<file path="config.mk">
export PLATFORM = sky130hd
export DESIGN_NAME = uart_rx_frame
export DESIGN_NICKNAME = d
export VERILOG_FILES = /design/src/rtl/uart_rx_frame.sv
export SDC_FILE = /design/constraint.sdc
export NUM_CORES = 1
export LEC_CHECK = 0
export CORE_MARGIN = 2
export CORE_UTILIZATION = 54
export CTS_BUF_LIST = sky130_fd_sc_hd__clkbuf_16
export CTS_CLUSTER_SIZE = 16
export DETAILED_ROUTE_END_ITERATION = 7
export GPL_TIMING_DRIVEN = 0
export PLACE_DENSITY = 0.78
export SLEW_MARGIN = 25
export SYNTH_ARGS = -nofsm -noshare
export SYNTH_HDL_FRONTEND = slang
export SYNTH_SLANG_ARGS = --single-unit
</file>
<file path="constraint.sdc">
create_clock -name sys_clk -period 3.9 [get_ports sys_clk]
set_clock_uncertainty 0.2 [all_clocks]
set_input_delay 0.39 -clock sys_clk [delete_from_list [all_inputs] [get_ports sys_clk]]
set_output_delay 0.39 -clock sys_clk [all_outputs]
set_load 0.02 [all_outputs]
</file>
<file path="src/rtl/uart_rx_frame.sv">
// 16x-oversampling UART receiver with a single-entry holding register, error flags and overrun.
// Define UART_RX_MAJORITY_EN for 2-of-3 majority voting per bit; otherwise one centre sample is used.
module uart_rx_frame #(
  parameter int DIVISOR    = 6,
  parameter int DATA_WIDTH = 8
) (
  input  logic                  sys_clk,
  input  logic                  reset,
  input  logic                  rxd_i,
  input  logic [1:0]            wls,
  input  logic                  parity_en,
  input  logic                  eps,
  input  logic                  sticky_parity,
  input  logic                  stop_bit,
  input  logic                  rx_rd_en,
  output logic [DATA_WIDTH-1:0] rx_data_o,
  output logic                  rx_ready,
  output logic                  rx_done,
  output logic                  parity_error,
  output logic                  frame_error,
  output logic                  overrun
);

  localparam int CW = (DIVISOR > 1) ? $clog2(DIVISOR) : 1;

  typedef enum logic [2:0] {S_IDLE, S_START, S_DATA, S_PARITY, S_STOP} state_t;

  state_t                state_q, state_d;
  logic                  sync1_q, rxs_q;
  logic [CW-1:0]         cnt_q, cnt_d;
  logic [3:0]            os_q, os_d;
  logic [2:0]            idx_q, idx_d;
  logic [DATA_WIDTH-1:0] sh_q, sh_d;
  logic                  perr_q, perr_d;
  logic                  armed_q, armed_d;
  logic [DATA_WIDTH-1:0] data_q, data_d;
  logic                  ready_q, ready_d;
  logic                  done_q, done_d;
  logic                  pe_q, pe_d;
  logic                  fe_q, fe_d;
  logic                  ovr_q, ovr_d;

  logic       tick, decide, smp, complete, stop_smp, exp_par;
  logic [3:0] dec_ph;
  logic [2:0] last_idx;
  logic       unused_stop_bit;

  // A second stop bit simply reads as idle line, so its setting is not needed here.
  assign unused_stop_bit = stop_bit;

  assign tick     = (cnt_q == CW'(DIVISOR - 1));
  assign cnt_d    = tick ? '0 : cnt_q + CW'(1);
  assign last_idx = {1'b0, wls} + 3'd4;
  assign exp_par  = sticky_parity ? ~eps : (eps ? ^sh_q : ~^sh_q);

`ifdef UART_RX_MAJORITY_EN
  logic [1:0] hist_q, hist_d;
  assign hist_d = tick ? {hist_q[0], rxs_q} : hist_q;
  assign smp    = (hist_q[1] & hist_q[0]) | (hist_q[1] & rxs_q) | (hist_q[0] & rxs_q);
  // Stop bit votes one tick early so completion latency matches the single-sample build.
  assign dec_ph = (state_q == S_STOP) ? 4'd7 : 4'd8;
`else
  assign smp    = rxs_q;
  assign dec_ph = 4'd7;
`endif

  assign decide = tick && (os_q == dec_ph);

  always_comb begin
    state_d  = state_q;
    os_d     = os_q;
    idx_d    = idx_q;
    sh_d     = sh_q;
    perr_d   = perr_q;
    armed_d  = armed_q;
    complete = 1'b0;
    stop_smp = 1'b1;
    if (state_q != S_IDLE && tick) os_d = os_q + 4'd1;
    unique case (state_q)
      S_IDLE: begin
        os_d = 4'd0;
        if (rxs_q) armed_d = 1'b1;
        if (tick && armed_q && !rxs_q) begin
          state_d = S_START;
          sh_d    = '0;
          perr_d  = 1'b0;
        end
      end
      S_START: begin
        if (decide) begin
          state_d = smp ? S_IDLE : S_DATA;
          idx_d   = 3'd0;
        end
      end
      S_DATA: begin
        if (decide) begin
          sh_d[idx_q] = smp;
          if (idx_q == last_idx) state_d = parity_en ? S_PARITY : S_STOP;
          else                   idx_d   = idx_q + 3'd1;
        end
      end
      S_PARITY: begin
        if (decide) begin
          perr_d  = smp ^ exp_par;
          state_d = S_STOP;
        end
      end
      S_STOP: begin
        if (decide) begin
          complete = 1'b1;
          stop_smp = smp;
          // A low stop bit may be a break: wait for the line to return high before re-arming.
          armed_d  = smp;
          state_d  = S_IDLE;
        end
      end
      default: state_d = S_IDLE;
    endcase
  end

  always_comb begin
    data_d  = data_q;
    ready_d = ready_q;
    pe_d    = pe_q;
    fe_d    = fe_q;
    ovr_d   = ovr_q;
    done_d  = complete;
    if (rx_rd_en && ready_q) begin
      ready_d = 1'b0;
      ovr_d   = 1'b0;
    end
    // A read in the same cycle frees the slot before the new byte is considered.
    if (complete) begin
      if (!ready_q || rx_rd_en) begin
        data_d  = sh_q;
        pe_d    = parity_en & perr_q;
        fe_d    = ~stop_smp;
        ready_d = 1'b1;
      end else begin
        ovr_d = 1'b1;
      end
    end
  end

  always_ff @(posedge sys_clk) begin
    if (!reset) begin
      state_q <= S_IDLE;
      sync1_q <= 1'b1;
      rxs_q   <= 1'b1;
      cnt_q   <= '0;
      os_q    <= 4'd0;
      idx_q   <= 3'd0;
      sh_q    <= '0;
      perr_q  <= 1'b0;
      armed_q <= 1'b1;
      data_q  <= '0;
      ready_q <= 1'b0;
      done_q  <= 1'b0;
      pe_q    <= 1'b0;
      fe_q    <= 1'b0;
      ovr_q   <= 1'b0;
`ifdef UART_RX_MAJORITY_EN
      hist_q  <= 2'b11;
`endif
    end else begin
      state_q <= state_d;
      sync1_q <= rxd_i;
      rxs_q   <= sync1_q;
      cnt_q   <= cnt_d;
      os_q    <= os_d;
      idx_q   <= idx_d;
      sh_q    <= sh_d;
      perr_q  <= perr_d;
      armed_q <= armed_d;
      data_q  <= data_d;
      ready_q <= ready_d;
      done_q  <= done_d;
      pe_q    <= pe_d;
      fe_q    <= fe_d;
      ovr_q   <= ovr_d;
`ifdef UART_RX_MAJORITY_EN
      hist_q  <= hist_d;
`endif
    end
  end

  assign rx_data_o    = data_q;
  assign rx_ready     = ready_q;
  assign rx_done      = done_q;
  assign parity_error = pe_q;
  assign frame_error  = fe_q;
  assign overrun      = ovr_q;

endmodule

</file>
==> results.cfg <==
[clock_network]
cts_max_level = 2
post-cts-setup-buffer-count = 0
ctsHoldBuffers = 0
numCtsBuffers = 5
worstSkewPairLatency_ns = 0.27
cts-root-buf = clkbuf_16
tritoncts = yes
path_clk_slew_ns = 0.05
clockBufferDepth = 2
cts_sinks = 38
cts_resized = 0

[drt]
routed_wl_um = 3810
drc = 0
vias_per_cell = 5.44
ant_nets = 0
vias = 1561
drtIter0Drc = 70
first_pass_iters = 5
routedWlPerCell_um = 13.3

[grt]
grt_max_degree = 11
antenna_found_initial = 0
grt_pass1_wl_um = 6610
grt_pass1_vias = 1391
overflow = 0
track_usage_pct = 20.8

[timing]
rsz0062_at_grt = no
tightest_slew_ns = 0.487
finalSetupTns_ns = 0
setup_violations = 0
report.final.slew_viol_count = 0
relSlewSlack_pct = 67.6
max_clock_freq_mhz = 483
hold_viol_final = 0
min_period_ns = 2.07
finalCritPeriodShare_pct = 53.1

[floorplan]
fp-row-count = 21
core-area_um2 = 3360
fp.dieArea_um2 = 4030
fp.dieW_um = 63.4
pin_count = 23
die_y_um = 63.4
start_util_pct = 56.7

[finish]
post-route-util_pct = 68.2
design_area_um2 = 2290
n_fill_cell = 299
fin_cells = 287
final_nets = 256
seqCellArea_um2 = 761
num_antenna_cells = 0
syn2layout_area_growth_pct = 20.3
layout-drive-gt1-share_pct = 5.81
multi_input_area_um2 = 1060

[power]
ir_drop_mv = 0.234
power.density_nw_per_um2 = 342
switchingPower_uw = 152
switching_share_pct = 19.3
leakage_nw = 0.819
seq_power_share_pct = 50.3
combinationalPowerShare_pct = 3.8
p_int_uw = 634
pwr-share-clk_pct = 46.0

[critical_path]
cp-start-kind = register
rr_endpoint = rx_data_o[4]
cp.arrival_ns = 2.04
reg2reg_from = cnt_q[0]
worstSetupPathType = register to register
worst-path-max-fanout = 10
worst_setup_path_end_kind = register
ff2ff_path_depth = 7
r2r_setup_slack_ns = 1.83
worstPathRequired_ns = 3.87

[synth]
synth_seq_area_share_pct = 39.9
avgSynthCellArea_um2 = 8.87
yosys_warnings = 0
yosys-top-cells-count = dfxtp_1 (38), nor2_1 (19), nand2_1 (17)
yosys.cell_count.top_type = dfxtp_1
synth_edf_count = 0
synth_area_leaders = dfxtp_1 (40%), mux2i_1 (5.8%), xnor2_1 (4.6%)
syn-cell-area_um2 = 1910
yosys_register_bits = 38
netlist.area_leader.share_pct = 39.9
synthFlopType = dfxtp_1
syn_inst = 215
synth.distinct_cells = 43
synthArstFlopShare_pct = 0
synth_area_leader_cell = dfxtp_1
synth_nets = 229

[min_path]
hold_class = input pin to register
min_from = reset
min_path_cells = 2
worstHoldEndpoint = rxs_q

[placement]
gp_congestion = 0.844
port_buffers = 20
dp_hpwl_um = 2720
place_area_um2 = 2170
dp.cells = 281

[run]
maxCapViolCount = 0

[status]
status = finished clean
[per-stage QoR]
step	total power, mW	setup slack [ns]	hold WS [ns]
after floorplan	0.419	2.02	0.186
after global placement	0.432	1.83	0.189
after detailed placement	0.433	1.83	0.217
after CTS	0.790	1.81	0.223
after global routing	0.815	1.65	0.248
final	0.785	1.83	0.215
[worst max-delay path by stage]
stage,from,end,slack (ns),cells after the start
after floorplan,cnt_q[0],rx_data_o[2],2.02,7
after global placement,cnt_q[0],rx_data_o[6],1.83,7
after detailed placement,cnt_q[0],rx_data_o[2],1.83,7
after CTS,cnt_q[0],rx_data_o[4],1.81,7
after global routing,os_q[0],rx_data_o[4],1.65,7
final,cnt_q[0],rx_data_o[4],1.83,7
[worst max-delay path, stage by stage, from the launching register on]
cell and delay (ns):
dfxtp_1 0.35, ha_1 0.26, nand4_4 0.18, nor4_4 0.33
and2b_4 0.24, buf_8 0.15, mux2i_1 0.19, nor2b_1 0.07
[state kept, by name (all words and copies together), names as in the netlist]
| name | count |
|---|---|
| perr_q | 1 |
| sh_q | 8 |
| rx_data_o | 8 |
| rx_ready | 1 |
| rxs_q | 1 |
| sync1_q | 1 |
| rx_done | 1 |
| armed_q | 1 |
| frame_error | 1 |
| cnt_q | 3 |
| parity_error | 1 |
| state_q | 3 |
| os_q | 4 |
| idx_q | 3 |
| overrun | 1 |
[final cells by class]
cell class / count / share of cell area [%]
clock inverters: 1 / 0.164
repair buffers: 20 / 8.72
multi-input cells: 158 / 46.3
plain buffers: 14 / 2.89
well taps: 46 / 2.51
clock buffers: 5 / 5.45
flip-flops and latches: 38 / 33.2
inverters: 5 / 0.818
[power groups by stage]
stage | Combinational [mW] | Sequential [mW] | Clock [mW]
2_1_floorplan | 0.0170 | 0.402 | 0
3_3_place_gp | 0.0297 | 0.403 | 0
3_5_place_dp | 0.0298 | 0.403 | 0
4_1_cts | 0.0301 | 0.395 | 0.366
5_1_grt | 0.0332 | 0.395 | 0.387
6_report | 0.0297 | 0.395 | 0.361
[layout by cell type (no fill, tap or decap), types with 8 or more instances in the layout]
cell type	instances
nor2b_1	11
dfxtp_1	38
clkbuf_1	11
xnor2_1	10
o211ai_1	11
nand3_1	8
clkdlybuf4s50_1	20
nor2_1	19
nand2_1	17
mux2i_1	11
[routing by layer]
metal	GRT usage [%]	part of all wire, %	routed length (um)	up-vias
li1	-	-	-	808
met1	29.1	50	1890	711
met2	31.6	43	1650	34
met3	3.57	5.0	189	8
met4	8.97	2.0	75	0
met5	0	0	0	-
[logic make-up (layout without fill, tap and decap cells)]
family,Yosys count,in the layout,share of synthesized area [%]
AND/OR/NAND/NOR,85,85,25.1
AO/OA/AOI/OAI,43,43,15.3
flip-flops,38,38,39.9
buffers and inverters,19,45,4.46
XOR/XNOR,14,14,6.43
multiplexers,11,11,5.77
adder cells (fa/ha/maj),5,5,3.15
(Power assumes the default switching activity.)
